## config.mk

```make
export PLATFORM = sky130hd
export DESIGN_NAME = esp_uart_rxfifo_flat
export DESIGN_NICKNAME = d
export VERILOG_FILES = /design/src/rtl/esp_uart_rxfifo_if.sv /design/src/rtl/esp_uart_rxfifo.sv /design/src/flat_wrapper.sv
export SDC_FILE = /design/constraint.sdc
export NUM_CORES = 1
export LEC_CHECK = 0
export CAP_MARGIN = 5
export CORE_UTILIZATION = 62
export DETAILED_ROUTE_END_ITERATION = 8
export PLACE_DENSITY = 0.93
export SYNTH_ARGS = -nofsm -noshare
export SYNTH_HDL_FRONTEND = slang
export SYNTH_SLANG_ARGS = --single-unit
```

## constraint.sdc

```tcl
create_clock -name clk -period 6.4 [get_ports clk]
set_input_delay 1.28 -clock clk [delete_from_list [all_inputs] [get_ports clk]]
set_output_delay 1.28 -clock clk [all_outputs]
set_load 0.02 [all_outputs]
```

## src/rtl/esp_uart_rxfifo_if.sv

```systemverilog
// Bus between the UART receive FIFO and its neighbours: receiver strobes and
// error levels in, consumer pop/clear in, show-ahead data and status out.
interface esp_uart_rxfifo_if #(
    parameter int DEPTH_LOG2 = 4
);
    logic [7:0]          rx_data;
    logic                rx_valid;
    logic                rx_framing_error;
    logic                rx_break;
    logic                rd_en;
    logic                status_clr;
    logic [7:0]          rd_data;
    logic                rd_empty;
    logic                rd_full;
    logic [DEPTH_LOG2:0] rd_level;
    logic                overflow;
    logic                framing_err;
    logic                break_det;
    logic                irq;

    modport master (
        output rx_data, rx_valid, rx_framing_error, rx_break, rd_en, status_clr,
        input  rd_data, rd_empty, rd_full, rd_level, overflow, framing_err,
               break_det, irq
    );

    modport slave (
        input  rx_data, rx_valid, rx_framing_error, rx_break, rd_en, status_clr,
        output rd_data, rd_empty, rd_full, rd_level, overflow, framing_err,
               break_det, irq
    );
endinterface

```

## src/rtl/esp_uart_rxfifo.sv

```systemverilog
// UART receive FIFO with show-ahead read, sticky overflow/framing/break flags
// and a level-or-error interrupt request.
module esp_uart_rxfifo #(
    parameter int DEPTH_LOG2 = 4,
    parameter int IRQ_LEVEL  = 8
) (
    input  logic             clk,
    input  logic             rst,
    esp_uart_rxfifo_if.slave bus
);
    localparam int          DEPTH   = 1 << DEPTH_LOG2;
    localparam int unsigned IRQ_THR = IRQ_LEVEL;

    logic [7:0]          r_mem [DEPTH];
    logic [DEPTH_LOG2:0] r_wr_ptr;
    logic [DEPTH_LOG2:0] r_rd_ptr;
    logic                r_overflow;
    logic                r_framing_err;
    logic                r_break_det;
    logic                r_fe_q;
    logic                r_brk_q;

    logic                w_empty;
    logic                w_full;
    logic [DEPTH_LOG2:0] w_level;
    logic                w_push;
    logic                w_pop;
    logic                w_ovf_event;
    logic                w_fe_rise;
    logic                w_brk_rise;

    // Extra wrap bit on each pointer distinguishes full from empty.
    assign w_empty = (r_wr_ptr == r_rd_ptr);
    assign w_full  = (r_wr_ptr[DEPTH_LOG2-1:0] == r_rd_ptr[DEPTH_LOG2-1:0]) &&
                     (r_wr_ptr[DEPTH_LOG2] != r_rd_ptr[DEPTH_LOG2]);
    assign w_level = r_wr_ptr - r_rd_ptr;

    assign w_push      = bus.rx_valid && !w_full;
    assign w_pop       = bus.rd_en && !w_empty;
    assign w_ovf_event = bus.rx_valid && w_full;
    assign w_fe_rise   = bus.rx_framing_error && !r_fe_q;
    assign w_brk_rise  = bus.rx_break && !r_brk_q;

    always_ff @(posedge clk) begin
        if (w_push) begin
            r_mem[r_wr_ptr[DEPTH_LOG2-1:0]] <= bus.rx_data;
        end
    end

    always_ff @(posedge clk) begin
        if (rst) begin
            r_wr_ptr <= '0;
            r_rd_ptr <= '0;
        end else begin
            if (w_push) r_wr_ptr <= r_wr_ptr + 1'b1;
            if (w_pop)  r_rd_ptr <= r_rd_ptr + 1'b1;
        end
    end

    // Sticky flags: a set event in the same cycle as status_clr keeps the flag set.
    always_ff @(posedge clk) begin
        if (rst) begin
            r_overflow    <= 1'b0;
            r_framing_err <= 1'b0;
            r_break_det   <= 1'b0;
            r_fe_q        <= 1'b0;
            r_brk_q       <= 1'b0;
        end else begin
            r_fe_q  <= bus.rx_framing_error;
            r_brk_q <= bus.rx_break;

            if (w_ovf_event)         r_overflow <= 1'b1;
            else if (bus.status_clr) r_overflow <= 1'b0;

            if (w_fe_rise)           r_framing_err <= 1'b1;
            else if (bus.status_clr) r_framing_err <= 1'b0;

            if (w_brk_rise)          r_break_det <= 1'b1;
            else if (bus.status_clr) r_break_det <= 1'b0;
        end
    end

    assign bus.rd_data     = r_mem[r_rd_ptr[DEPTH_LOG2-1:0]];
    assign bus.rd_empty    = w_empty;
    assign bus.rd_full     = w_full;
    assign bus.rd_level    = w_level;
    assign bus.overflow    = r_overflow;
    assign bus.framing_err = r_framing_err;
    assign bus.break_det   = r_break_det;
    assign bus.irq         = (32'(w_level) >= IRQ_THR) | r_overflow |
                             r_framing_err | r_break_det;
endmodule

```

## src/flat_wrapper.sv

```systemverilog
// flat-port wrapper written by rule: the top's interface ports become plain ports
module esp_uart_rxfifo_flat 
#(
    parameter int DEPTH_LOG2 = 4,
    parameter int IRQ_LEVEL  = 8
)
  (clk, rst, bus_rx_data, bus_rx_valid, bus_rx_framing_error, bus_rx_break, bus_rd_en, bus_status_clr, bus_rd_data, bus_rd_empty, bus_rd_full, bus_rd_level, bus_overflow, bus_framing_err, bus_break_det, bus_irq);
  esp_uart_rxfifo_if #(.DEPTH_LOG2(DEPTH_LOG2)) bus_i ();
  input  logic clk;
  input  logic rst;
  input wire logic [$bits(bus_i.rx_data)-1:0] bus_rx_data;
  input wire logic [$bits(bus_i.rx_valid)-1:0] bus_rx_valid;
  input wire logic [$bits(bus_i.rx_framing_error)-1:0] bus_rx_framing_error;
  input wire logic [$bits(bus_i.rx_break)-1:0] bus_rx_break;
  input wire logic [$bits(bus_i.rd_en)-1:0] bus_rd_en;
  input wire logic [$bits(bus_i.status_clr)-1:0] bus_status_clr;
  output wire logic [$bits(bus_i.rd_data)-1:0] bus_rd_data;
  output wire logic [$bits(bus_i.rd_empty)-1:0] bus_rd_empty;
  output wire logic [$bits(bus_i.rd_full)-1:0] bus_rd_full;
  output wire logic [$bits(bus_i.rd_level)-1:0] bus_rd_level;
  output wire logic [$bits(bus_i.overflow)-1:0] bus_overflow;
  output wire logic [$bits(bus_i.framing_err)-1:0] bus_framing_err;
  output wire logic [$bits(bus_i.break_det)-1:0] bus_break_det;
  output wire logic [$bits(bus_i.irq)-1:0] bus_irq;
  assign bus_i.rx_data = bus_rx_data;
  assign bus_i.rx_valid = bus_rx_valid;
  assign bus_i.rx_framing_error = bus_rx_framing_error;
  assign bus_i.rx_break = bus_rx_break;
  assign bus_i.rd_en = bus_rd_en;
  assign bus_i.status_clr = bus_status_clr;
  assign bus_rd_data = bus_i.rd_data;
  assign bus_rd_empty = bus_i.rd_empty;
  assign bus_rd_full = bus_i.rd_full;
  assign bus_rd_level = bus_i.rd_level;
  assign bus_overflow = bus_i.overflow;
  assign bus_framing_err = bus_i.framing_err;
  assign bus_break_det = bus_i.break_det;
  assign bus_irq = bus_i.irq;
  esp_uart_rxfifo #(.DEPTH_LOG2(DEPTH_LOG2), .IRQ_LEVEL(IRQ_LEVEL)) u_core (.clk(clk), .rst(rst), .bus(bus_i));
endmodule
```

# --- Yosys cells after proc, flatten, opt, wreduce, memory -nomap -nowiden ---
# Memories as Yosys holds them, arrays and structs flattened. A register that Yosys moved wholly into a read port is not among the register bits.
# Index checks and enable logic that the tools add are counted.
totals:
  elab_cells: 39
  input_bits: 15
  ramBits: 128
  out_inout_bits: 19
  regBits: 15
  mem_count: 1
classes:
  n_mux: 8
  reduce_logical: 13
  n_lt_le_gt_ge: 1
  add_sub_neg: 3
  eq_ne: 3
  bitwise: 3
mem_list:
  columns: ["memory", "words", "word_bits", "rd", "rd_ports_with_merged_regs", "write_ports", "line", "text"]
  rows:
  - ["u_core.r_mem", 16, 8, 1, 1, 1, "esp_uart_rxfifo.sv:14", "logic [7:0] r_mem [DEPTH];"]
op_table:
  columns: ["op", "n"]
  rows:
  - ["adder 5 x 1 -> 5 bit, second input constant", 2]
  - ["two-way mux 4 bit", 2]
  - ["logical AND 1 bit", 6]
  - ["two-way mux 1 bit", 6]
  - ["nonzero test 2 bit", 3]
  - ["== test 5 bit", 1]
  - [">= comparator 5 x 4 -> 1 bit, second input constant", 1]
  - ["subtractor 5 bit", 1]
  - ["== test 4 bit", 1]
  - ["zero test 1 bit", 4]
  - ["bitwise OR 1 bit", 3]
  - ["inequality test 1 bit", 1]

# --- Longest topological paths before layout ---
depth:
  ltp_word: 6
  depth_mapped: 8
  mapped_depth_nobuf: 8

# --- Worst setup path after synthesis ---
# No wires, ideal clock.
synth_path:
  path_kind: "register to output"
  start: "register u_core.r_wr_ptr[0]"
  end: "output port bus_irq"
  path_slack_ns: 3.143
  arrival_time_ns: 1.977
  path_buffers: 0
  path_stages_with_launch: 9
  path_cell_list: "dfxtp_1 inv_1 ha_1 fa_1 inv_1 a21o_1 a21oi_1 xnor2_1 or3_1"
synth_via:
  elab_chain_cells: 5
synth_lines:
  columns: ["element", "line", "text"]
  rows:
  - ["start: declaration", "esp_uart_rxfifo.sv:15", "logic [DEPTH_LOG2:0] r_wr_ptr;"]
  - ["start signal: assignment", "esp_uart_rxfifo.sv:55", "if (w_push) r_wr_ptr <= r_wr_ptr + 1'b1;"]
  - ["subtractor 5 bit", "esp_uart_rxfifo.sv:36", "assign w_level = r_wr_ptr - r_rd_ptr;"]
  - ["named net bus_rd_level[4]", "flat_wrapper.sv:20", "output wire logic [$bits(bus_i.rd_level)-1:0] bus_rd_level;"]
  - [">= comparator 5 x 4 -> 1 bit", "esp_uart_rxfifo.sv:90", "assign bus.irq = (32'(w_level) >= IRQ_THR) | r_overflow |"]
  - ["bitwise OR 1 bit (2 in a row)", "esp_uart_rxfifo.sv:90", null]
  - ["bitwise OR 1 bit", "esp_uart_rxfifo.sv:91", "r_framing_err | r_break_det;"]
  - ["end: declaration", "flat_wrapper.sv:24", "output wire logic [$bits(bus_i.irq)-1:0] bus_irq;"]
# The timed path passes the listed nets, and every way through them passes these cells.

==> impl_metrics.json <==
{
  "status": "finished, final reports clean",
  "vias_per_cell": 6.247,
  "fmax_mhz": 221.3,
  "cts_buffers": 17,
  "cts_tree": "yes",
  "path_clk_slew_ps": 70,
  "die_area_mm2": 0.009884,
  "swShare_pct": 25.19,
  "pwr_density_cell_mw_per_mm2": 334.6,
  "maxSlewViolCount": 0,
  "drt_iter0_drc": 242,
  "worst_pin_slew_ps": 1038,
  "max_stage_delay_ps": 1020,
  "met1_usage_pct": 33.74,
  "synth_top_area_share_pct": 65.32,
  "crit_type": "reg2out",
  "postRouteAntennaNets": 0,
  "cts-root-buf": "clkbuf_8",
  "cp-end-kind": "primary output",
  "synth_area_leader_cell": "edfxtp_1",
  "grtUsageMet3_pct": 6.325,
  "fin_area_mm2": 0.006832,
  "cp_top_family": "flip-flops",
  "cp_num_buf_inv": 1,
  "synth_edf_count": 128,
  "yosysMostFrequentCell": "edfxtp_1",
  "finalSetupViolCount": 0,
  "cp.required_ps": 5120,
  "p_seq_share_pct": 48.0,
  "cp_cell_sequence": "mux4_1 > a22oi_1 > nand2_1 > clkdlybuf4s50_1",
  "antenna_found_initial": 0,
  "met2_usage_pct": 41.67,
  "power.leakage_nw": 2.268,
  "overflow": 0,
  "syn-num-nets": 343,
  "synth_seq_cells": 147,
  "setup_tns_ps": 0,
  "grt-busiest-layer": "met2",
  "totalWireLength_mm": 11.45,
  "drive_above_1_share_pct": 13.33,
  "vias": 3036,
  "yosysWarnings": 0,
  "slowest_stage": "dfxtp_2",
  "clk_path_buf_depth": 2,
  "finalCritPeriodShare_pct": 70.61,
  "ctsResizeCount": 0,
  "seq_area_mm2": 0.004225,
  "grt_pass1_wl_mm": 17.42,
  "grt_pass1_vias": 3053,
  "maxSlewHeadroom_pct": 30.54,
  "placedInstanceArea_mm2": 0.006295,
  "finalHoldViolCount": 0,
  "whs_ps": 505.4,
  "drc": 0,
  "io_buffer_count": 33,
  "syn2layout_area_growth_pct": 16.10,
  "power_mw": 2.286,
  "pwr-share-clk_pct": 38.6,
  "nNetsFinal": 387,
  "synth.area.top_cells": "edfxtp_1 (65%), mux4_1 (8.0%), dfxtp_1 (6.5%)",
  "critical_path_peak_fanout": 32,
  "die_w_um": 99.42,
  "core-area_mm2": 0.009196,
  "ir_worst_vdd_uv": 214.4,
  "synth.distinct_cells": 31,
  "wl_per_cell_um": 23.55,
  "initial_core_util_pct": 63.99,
  "grt_usage_pct": 25.36,
  "synth_area_mm2": 0.005884,
  "dr.pass1.iters": 4,
  "worstSetupStartpointType": "register",
  "rsz0062_at_grt": "false",
  "postCtsSetupBuffers": 0,
  "antenna_cells": 0,
  "synthTopCellsByCount": "edfxtp_1 (128), nor2_1 (25), dfxtp_1 (19), mux4_1 (18), a22oi_1 (16)",
  "clock-sinks": 147,
  "netlist_instances": 318,
  "intPower_mw": 1.710,
  "multiInputGateArea_mm2": 0.001525,
  "worstPathArrival_ps": 3240,
  "ctsHoldBuffers": 0,
  "synth_top_flop_cell": "edfxtp_1",
  "maxCapViolCount": 0,
  "io_pins": 34,
  "clkLatencyLatePin_ps": 520,
  "switchingPower_mw": 0.5759,
  "nFillCells": 514,
  "avgSynthCellArea_um2": 18.50,
  "finClkSkew_ps": 9.352,
  "ys_seq_area_share_pct": 71.78,
  "chipHeight_um": 99.42,
  "fp-row-count": 35,
  "grt_max_degree": 33,
  "combPwrFrac_pct": 13.4,
  "htreeDepth": 4,
  "hpwlAfterDp_mm": 7.060,
  "finalCriticalPeriod_ps": 4519,
  "place_congestion": 0.9239,
  "async_flop_share_pct": 0,
  "min_path_type": "reg2reg"
}
==> cell families after synthesis <==
| family | Yosys count | synth area share, % |
|---|---|---|
| flops | 147 | 71.78 |
| buf+inv | 23 | 2.296 |
| simple gates | 65 | 5.167 |
| mux | 32 | 13.40 |
| compound gates | 29 | 3.317 |
| xor+xnor | 12 | 1.786 |
| fa+ha+maj | 10 | 2.254 |
==> worst min-delay path: stages, from the launching register on <==
cell and delay, ps:
dfxtp_1 330, nand2b_1 70, a21oi_1 60
==> registers in the layout, indices dropped and copies added (netlist names), named ones only <==
signal	flops
u_core.bus.overflow	1
u_core.r_brk_q	1
u_core.bus.framing_err	1
u_core.r_fe_q	1
u_core.bus.break_det	1
u_core.r_wr_ptr	5
u_core.r_rd_ptr	5
u_core.r_mem	128
==> layout make-up <==
cell class | instances | share of cell area, %
clock buffers | 17 | 6.062
repair buffers | 38 | 5.385
inverters | 10 | 0.5495
multi-input cells | 148 | 22.33
well taps | 111 | 2.033
flip-flops and latches | 147 | 61.85
clock inverters | 15 | 1.795
==> path summary, 6_finish.rpt <==
check	startpoint	to	slack [ps]	cells after the start
hold reg to reg	u_core.bus.break_det	u_core.bus.break_det	510	2
setup reg to reg	u_core.r_wr_ptr[2]	u_core.r_mem[10][7]	3690	5
setup / recovery	register	bus_rd_data[0]	1880	4
hold / removal	u_core.bus.break_det	u_core.bus.break_det	510	2
==> through the flow <==
stage	cells	worst slack (ps)	util, %
floorplan	318	3143	-
global placement	454	2519	68.45
detailed placement	454	2443	68.45
CTS	486	1810	74.29
global route	486	1744	74.29
finish	486	1881	74.29
==> power groups by stage <==
| stage | clock [mW] | combinational (mW) | sequential [mW] |
|---|---|---|---|
| global placement | 0 | 0.294 | 1.12 |
| detailed placement | 0 | 0.304 | 1.12 |
| finish | 0.883 | 0.306 | 1.10 |
| CTS | 0.893 | 0.309 | 1.10 |
| global route | 0.931 | 0.326 | 1.10 |
| floorplan | 0 | 0.224 | 1.09 |
==> routing by layer <==
metal / wire, um / up-vias
met5: 0 / -
met4: 99 / 0
met3: 893 / 12
met2: 5891 / 133
met1: 4561 / 1531
li1: - / 1360
==> placed cells by master (no fill, tap or decap), types with 8 or more instances in the layout <==
| cell | count |
|---|---|
| a22oi_1 | 16 |
| xnor2_1 | 9 |
| nor2_1 | 25 |
| ha_1 | 9 |
| clkbuf_16 | 16 |
| edfxtp_1 | 128 |
| a21oi_1 | 8 |
| mux4_1 | 18 |
| dfxtp_1 | 18 |
| inv_1 | 10 |
| nand2_1 | 12 |
| mux4_2 | 14 |
| clkdlybuf4s50_1 | 33 |
(Power assumes the default switching activity.)
